**config.mk**
```make
export PLATFORM = sky130hd
export DESIGN_NAME = present_dec80_flat
export DESIGN_NICKNAME = d
export VERILOG_FILES = /design/src/rtl/present_dec80_if.sv /design/src/rtl/present_dec80.sv /design/src/flat_wrapper.sv
export SDC_FILE = /design/constraint.sdc
export NUM_CORES = 1
export LEC_CHECK = 0
export ABC_AREA = 0
export CORE_MARGIN = 10
export CORE_UTILIZATION = 30
export DETAILED_ROUTE_END_ITERATION = 10
export GPL_TIMING_DRIVEN = 0
export PLACE_DENSITY = 0.53
export SLEW_MARGIN = 20
export SYNTH_ARGS = -nofsm -noshare
export SYNTH_HDL_FRONTEND = slang
export SYNTH_SLANG_ARGS = --single-unit
```
**constraint.sdc**
```tcl
create_clock -name clk -period 3.23 [get_ports clk]
set_input_delay 0.323 -clock clk [delete_from_list [all_inputs] [get_ports clk]]
set_output_delay 0.323 -clock clk [all_outputs]
set_load 0.02 [all_outputs]
```
**src/rtl/present_dec80_if.sv**
```systemverilog
// Request/response bundle for the PRESENT-80 decryption core: start/key/ct in, busy/done/pt out.
interface present_dec80_if;
  logic        start;
  logic [79:0] key;
  logic [63:0] ct;
  logic        busy;
  logic        done;
  logic [63:0] pt;

  modport master (output start, key, ct, input busy, done, pt);
  modport slave  (input start, key, ct, output busy, done, pt);
endinterface

```
**src/rtl/present_dec80.sv**
```systemverilog
// Iterative PRESENT-80 decryption: 31 forward key-schedule steps to reach K32, then 31
// inverse rounds that walk the key schedule back down to K1, one step per clock.
module present_dec80 (
  input  logic           clk,
  input  logic           rst,
  present_dec80_if.slave bus
);

  typedef enum logic [1:0] {StIdle, StKeyExp, StRound, StFinal} state_e;

  state_e      r_state;
  logic [4:0]  r_cnt;
  logic [63:0] r_data;
  logic [79:0] r_key;
  logic        r_busy;
  logic        r_done;
  logic [63:0] r_pt;

  logic [63:0] w_add;
  logic [63:0] w_perm;
  logic [63:0] w_sub;
  logic [79:0] w_key_fwd;
  logic [79:0] w_key_inv;

  function automatic logic [3:0] sbox(input logic [3:0] x);
    case (x)
      4'h0: sbox = 4'hC;  4'h1: sbox = 4'h5;  4'h2: sbox = 4'h6;  4'h3: sbox = 4'hB;
      4'h4: sbox = 4'h9;  4'h5: sbox = 4'h0;  4'h6: sbox = 4'hA;  4'h7: sbox = 4'hD;
      4'h8: sbox = 4'h3;  4'h9: sbox = 4'hE;  4'hA: sbox = 4'hF;  4'hB: sbox = 4'h8;
      4'hC: sbox = 4'h4;  4'hD: sbox = 4'h7;  4'hE: sbox = 4'h1;  default: sbox = 4'h2;
    endcase
  endfunction

  function automatic logic [3:0] sbox_inv(input logic [3:0] x);
    case (x)
      4'h0: sbox_inv = 4'h5;  4'h1: sbox_inv = 4'hE;  4'h2: sbox_inv = 4'hF;  4'h3: sbox_inv = 4'h8;
      4'h4: sbox_inv = 4'hC;  4'h5: sbox_inv = 4'h1;  4'h6: sbox_inv = 4'h2;  4'h7: sbox_inv = 4'hD;
      4'h8: sbox_inv = 4'hB;  4'h9: sbox_inv = 4'h4;  4'hA: sbox_inv = 4'h6;  4'hB: sbox_inv = 4'h3;
      4'hC: sbox_inv = 4'h0;  4'hD: sbox_inv = 4'h7;  4'hE: sbox_inv = 4'h9;  default: sbox_inv = 4'hA;
    endcase
  endfunction

  // Also serves FINAL: data ^ K1 is the plaintext.
  assign w_add = r_data ^ r_key[79:16];

  for (genvar i = 0; i < 63; i++) begin : g_pinv
    localparam int unsigned Src = (16 * i) % 63;
    assign w_perm[i] = w_add[Src];
  end
  assign w_perm[63] = w_add[63];

  for (genvar n = 0; n < 16; n++) begin : g_sinv
    assign w_sub[4*n +: 4] = sbox_inv(w_perm[4*n +: 4]);
  end

  always_comb begin
    w_key_fwd          = {r_key[18:0], r_key[79:19]};
    w_key_fwd[79:76]   = sbox(w_key_fwd[79:76]);
    w_key_fwd[19:15]   = w_key_fwd[19:15] ^ r_cnt;
  end

  logic [79:0] w_key_tmp;
  always_comb begin
    w_key_tmp          = r_key;
    w_key_tmp[19:15]   = w_key_tmp[19:15] ^ r_cnt;
    w_key_tmp[79:76]   = sbox_inv(w_key_tmp[79:76]);
    w_key_inv          = {w_key_tmp[60:0], w_key_tmp[79:61]};
  end

  always_ff @(posedge clk) begin
    if (rst) begin
      r_state <= StIdle;
      r_cnt   <= 5'd0;
      r_data  <= 64'd0;
      r_key   <= 80'd0;
      r_busy  <= 1'b0;
      r_done  <= 1'b0;
      r_pt    <= 64'd0;
    end else begin
      r_done <= 1'b0;
      case (r_state)
        StIdle: begin
          if (bus.start) begin
            r_data  <= bus.ct;
            r_key   <= bus.key;
            r_cnt   <= 5'd1;
            r_busy  <= 1'b1;
            r_state <= StKeyExp;
          end
        end
        StKeyExp: begin
          r_key <= w_key_fwd;
          if (r_cnt == 5'd31) begin
            r_cnt   <= 5'd31;
            r_state <= StRound;
          end else begin
            r_cnt <= r_cnt + 5'd1;
          end
        end
        StRound: begin
          r_data <= w_sub;
          r_key  <= w_key_inv;
          r_cnt  <= r_cnt - 5'd1;
          if (r_cnt == 5'd1) r_state <= StFinal;
        end
        StFinal: begin
          r_pt    <= w_add;
          r_done  <= 1'b1;
          r_busy  <= 1'b0;
          r_state <= StIdle;
        end
        default: r_state <= StIdle;
      endcase
    end
  end

  assign bus.busy = r_busy;
  assign bus.done = r_done;
  assign bus.pt   = r_pt;

endmodule
```
**src/flat_wrapper.sv**
```systemverilog
// flat-port wrapper written by rule: the top's interface ports become plain ports
module present_dec80_flat 
  (clk, rst, bus_start, bus_key, bus_ct, bus_busy, bus_done, bus_pt);
  present_dec80_if bus_i ();
  input  logic clk;
  input  logic rst;
  input wire logic [$bits(bus_i.start)-1:0] bus_start;
  input wire logic [$bits(bus_i.key)-1:0] bus_key;
  input wire logic [$bits(bus_i.ct)-1:0] bus_ct;
  output wire logic [$bits(bus_i.busy)-1:0] bus_busy;
  output wire logic [$bits(bus_i.done)-1:0] bus_done;
  output wire logic [$bits(bus_i.pt)-1:0] bus_pt;
  assign bus_i.start = bus_start;
  assign bus_i.key = bus_key;
  assign bus_i.ct = bus_ct;
  assign bus_busy = bus_i.busy;
  assign bus_done = bus_i.done;
  assign bus_pt = bus_i.pt;
  present_dec80 u_core (.clk(clk), .rst(rst), .bus(bus_i));
endmodule
```
==> flow_summary.json <==
{
  "remaining_drc_errors": 0,
  "cts.sink_count": 225,
  "cp_data_required_time_ns": 3.64,
  "synth_cells": 1696,
  "drive_gt1_share_pct": 7.406,
  "synth_top_cell_area_share_pct": 31.60,
  "clock_insertion_delay_worst_skew_ns": 0.55,
  "worstPathBufferInverterCount": 5,
  "grt_setup_unrepaired": "false",
  "clk_path_buf_depth": 3,
  "path_cells": "inv_1 -> ha_1 -> buf_2 -> buf_2 -> buf_1 -> buf_1 -> a211oi_1 -> a21oi_1 -> nor2_1",
  "cts_max_level": 1,
  "dieWidth_um": 238.0,
  "critical_path.max_stage_delay_ns": 0.57,
  "place.detailed.instances": 2514,
  "path_type_of_the_worst_min_delay_path": "in -> reg",
  "proportion_of_synthesized_chip_area_in_sequential_cells_pct": 31.60,
  "drtPass1Iterations": 5,
  "outcome": "finished clean",
  "layout.cell_area.non_filler_um2": 18140,
  "drv_slew": 0,
  "first_global_vias": 13590,
  "vias": 14120,
  "worst_slew_margin_rel_pct": 25.46,
  "post-synth-top-area-cell": "sky130_fd_sc_hd__dfxtp_1",
  "setup_ws_ns": 0.1615,
  "timing.critical_path.slowest_stage_cell": "sky130_fd_sc_hd__buf_1",
  "skew_final_ns": 0.01559,
  "startpoint_type_of_the_worst_setup_path": "register",
  "number_of_synthesized_flops_with_an_enable_pin": 0,
  "postSynth.topFlopCell": "sky130_fd_sc_hd__dfxtp_1",
  "p_leak_nw": 7.080,
  "holdCritStartpoint": "rst",
  "global_route_total_overflow": 0,
  "area_delta_synth_final_pct": 27.29,
  "largest_net_degree_at_the_start_of_global_routing": 17,
  "fp.coreArea_um2": 46750,
  "initial_utilization_pct": 30.49,
  "ys_top_cells_by_area": "sky130_fd_sc_hd__dfxtp_1, sky130_fd_sc_hd__ha_1, sky130_fd_sc_hd__nor2_1",
  "reg2reg_from": "u_core.r_state[0]$_SDFFE_PP0P_",
  "achievable-frequency_ghz": 0.3259,
  "postSynthNetCount": 1958,
  "tritoncts": "done",
  "drt_first_iter_violations": 1474,
  "antenna_found_initial": 1,
  "ys_ff_latch": 225,
  "dp_hpwl_um": 51200,
  "period_minus_slack_ns": 3.069,
  "min_period_over_period_pct": 95.00,
  "synthesis.area_um2": 14250,
  "io_pins": 213,
  "post_cts_hold_buffer_count": 0,
  "grt_first_pass_wirelength_um": 91150,
  "path_clk_slew_ns": 0.06,
  "global_route.usage.total_pct": 21.41,
  "max_slew.worst_pin.slew_ns": 1.110,
  "placedInstanceArea_um2": 17130,
  "std_cell_rows": 79,
  "final_net_count": 2201,
  "cts_made_buffers": 28,
  "worst_setup_path_startpoint": "u_core.r_state[0]$_SDFFE_PP0P_",
  "synth_common_cells": "sky130_fd_sc_hd__nor2_1, sky130_fd_sc_hd__dfxtp_1, sky130_fd_sc_hd__a21oi_1, sky130_fd_sc_hd__nand2_1, sky130_fd_sc_hd__ha_1",
  "setup_viol_count_final": 0,
  "synth.distinct_cells": 63,
  "hold-worst-slack_ns": 0.2653,
  "maximum_capacitance_violations": 0,
  "critical_path.top_delay_family": "buffers and inverters",
  "setup_tns_ns": 0,
  "wire_per_inst_um": 24.72,
  "place.port_buffers": 211,
  "power.ir.vdd_worst_uv": 457.3,
  "async_set_or_reset_register_ratio_after_synthesis_pct": 0,
  "ant_nets": 0,
  "cp.arrival_ns": 3.48,
  "end_kind": "register",
  "power.total_mw": 23.30,
  "layout.core_utilization_pct": 38.81,
  "dp_worst_setup_slack_ns": -0.4587,
  "fillers": 4816,
  "via_per_inst": 5.503,
  "path_class": "reg -> reg",
  "gp_routability_congestion": 0.9268,
  "post_synth.cell_area_avg_um2": 8.404,
  "wirelength_um": 63440,
  "power-per-cell-area_nw_per_um2": 1284,
  "yosys_synthesis_warning_count": 0,
  "cts-root-buf": "sky130_fd_sc_hd__clkbuf_16",
  "die_outline_area_um2": 56630,
  "die_y_extent_um": 238.0,
  "synth.most_common_cell": "sky130_fd_sc_hd__nor2_1",
  "instances_no_fill": 2566,
  "crit_path_max_fanout": 16,
  "final-hold-violation-count": 0
}
worst paths after layout:
| path | depth (start not counted) | slack (ns) | to |
|---|---|---|---|
| hold / removal | 2 | 0.27 | u_core.r_key[17]$_SDFFE_PP0N_ |
| setup reg to reg | 9 | 0.16 | u_core.r_data[53]$_SDFFE_PP0P_ |
| setup / recovery | 9 | 0.16 | u_core.r_data[53]$_SDFFE_PP0P_ |
| hold reg to reg | 2 | 0.47 | u_core.r_data[0]$_SDFFE_PP0P_ |
routing by layer:
layer | GRT usage (%) | wire, um | vias up
met3 | 3.377 | 5472 | 117
li1 | - | - | 6514
met4 | 7.553 | 2433 | 0
met1 | 28.59 | 27040 | 6827
met2 | 34.39 | 28500 | 663
met5 | 0 | 0 | -
cells by family after synthesis:
| kind of cell | share of synthesized area, % |
|---|---|
| xor+xnor | 6.329 |
| fa+ha+maj | 10.09 |
| simple gates | 15.50 |
| compound gates | 21.15 |
| mux | 9.278 |
| buf+inv | 6.048 |
| flops | 31.60 |
worst register-to-register path: stages (launching register included):
cell and delay [ns]:
sky130_fd_sc_hd__dfxtp_2 0.36, sky130_fd_sc_hd__inv_1 0.12, sky130_fd_sc_hd__ha_1 0.16, sky130_fd_sc_hd__buf_2 0.32, sky130_fd_sc_hd__buf_2 0.34, sky130_fd_sc_hd__buf_1 0.53
sky130_fd_sc_hd__buf_1 0.58, sky130_fd_sc_hd__a211oi_1 0.28, sky130_fd_sc_hd__a21oi_1 0.18, sky130_fd_sc_hd__nor2_1 0.05
sequential cells by signal, indices dropped and copies added, names as in the netlist:
register and flops:
u_core.bus.busy 1, u_core.r_key 80, u_core.w_key_inv 4, u_core.bus.pt 64, u_core.r_data 64, u_core.w_key_fwd 4
u_core.bus.done 1, u_core.r_state 2, u_core.r_cnt 5
layout make-up:
type / count / area, um2 / share of cell area (%)
multi-input combinational: 1252 / 8954 / 49.35
sequential: 225 / 4506 / 24.83
timing repair buffer: 214 / 2135 / 11.76
clock buffer: 38 / 779.5 / 4.296
tap: 607 / 759.5 / 4.186
buffer: 127 / 533.0 / 2.938
inverter: 91 / 341.6 / 1.883
clock inverter: 11 / 133.9 / 0.7379
antenna: 1 / 2.502 / 0.01379
where the power goes:
group | switching, mW | total (mW) | internal (mW)
Sequential | 1.70 | 5.44 | 3.74
Combinational | 8.56 | 14.7 | 6.09
Clock | 1.28 | 3.19 | 1.92
Total | 11.5 | 23.3 | 11.8
layout by cell type (no fill, tap or decap), types with 69 or more instances in the layout:
cell type,n
sky130_fd_sc_hd__ha_1,113
sky130_fd_sc_hd__clkbuf_1,96
sky130_fd_sc_hd__or3_1,69
sky130_fd_sc_hd__a221oi_1,78
sky130_fd_sc_hd__nand2_1,117
sky130_fd_sc_hd__nor2_1,271
sky130_fd_sc_hd__inv_1,90
sky130_fd_sc_hd__dfxtp_1,224
sky130_fd_sc_hd__clkdlybuf4s50_1,211
sky130_fd_sc_hd__a211oi_1,97
sky130_fd_sc_hd__a21oi_1,143
repair_timing:
action / CTS / global route
pin swaps: 1 / 1
gates resized for setup: 7 / 13
setup endpoints to repair: 8 / 15
cloned: 0 / 0
setup buffers: 0 / 3
Power figures use the tool's default switching activity.
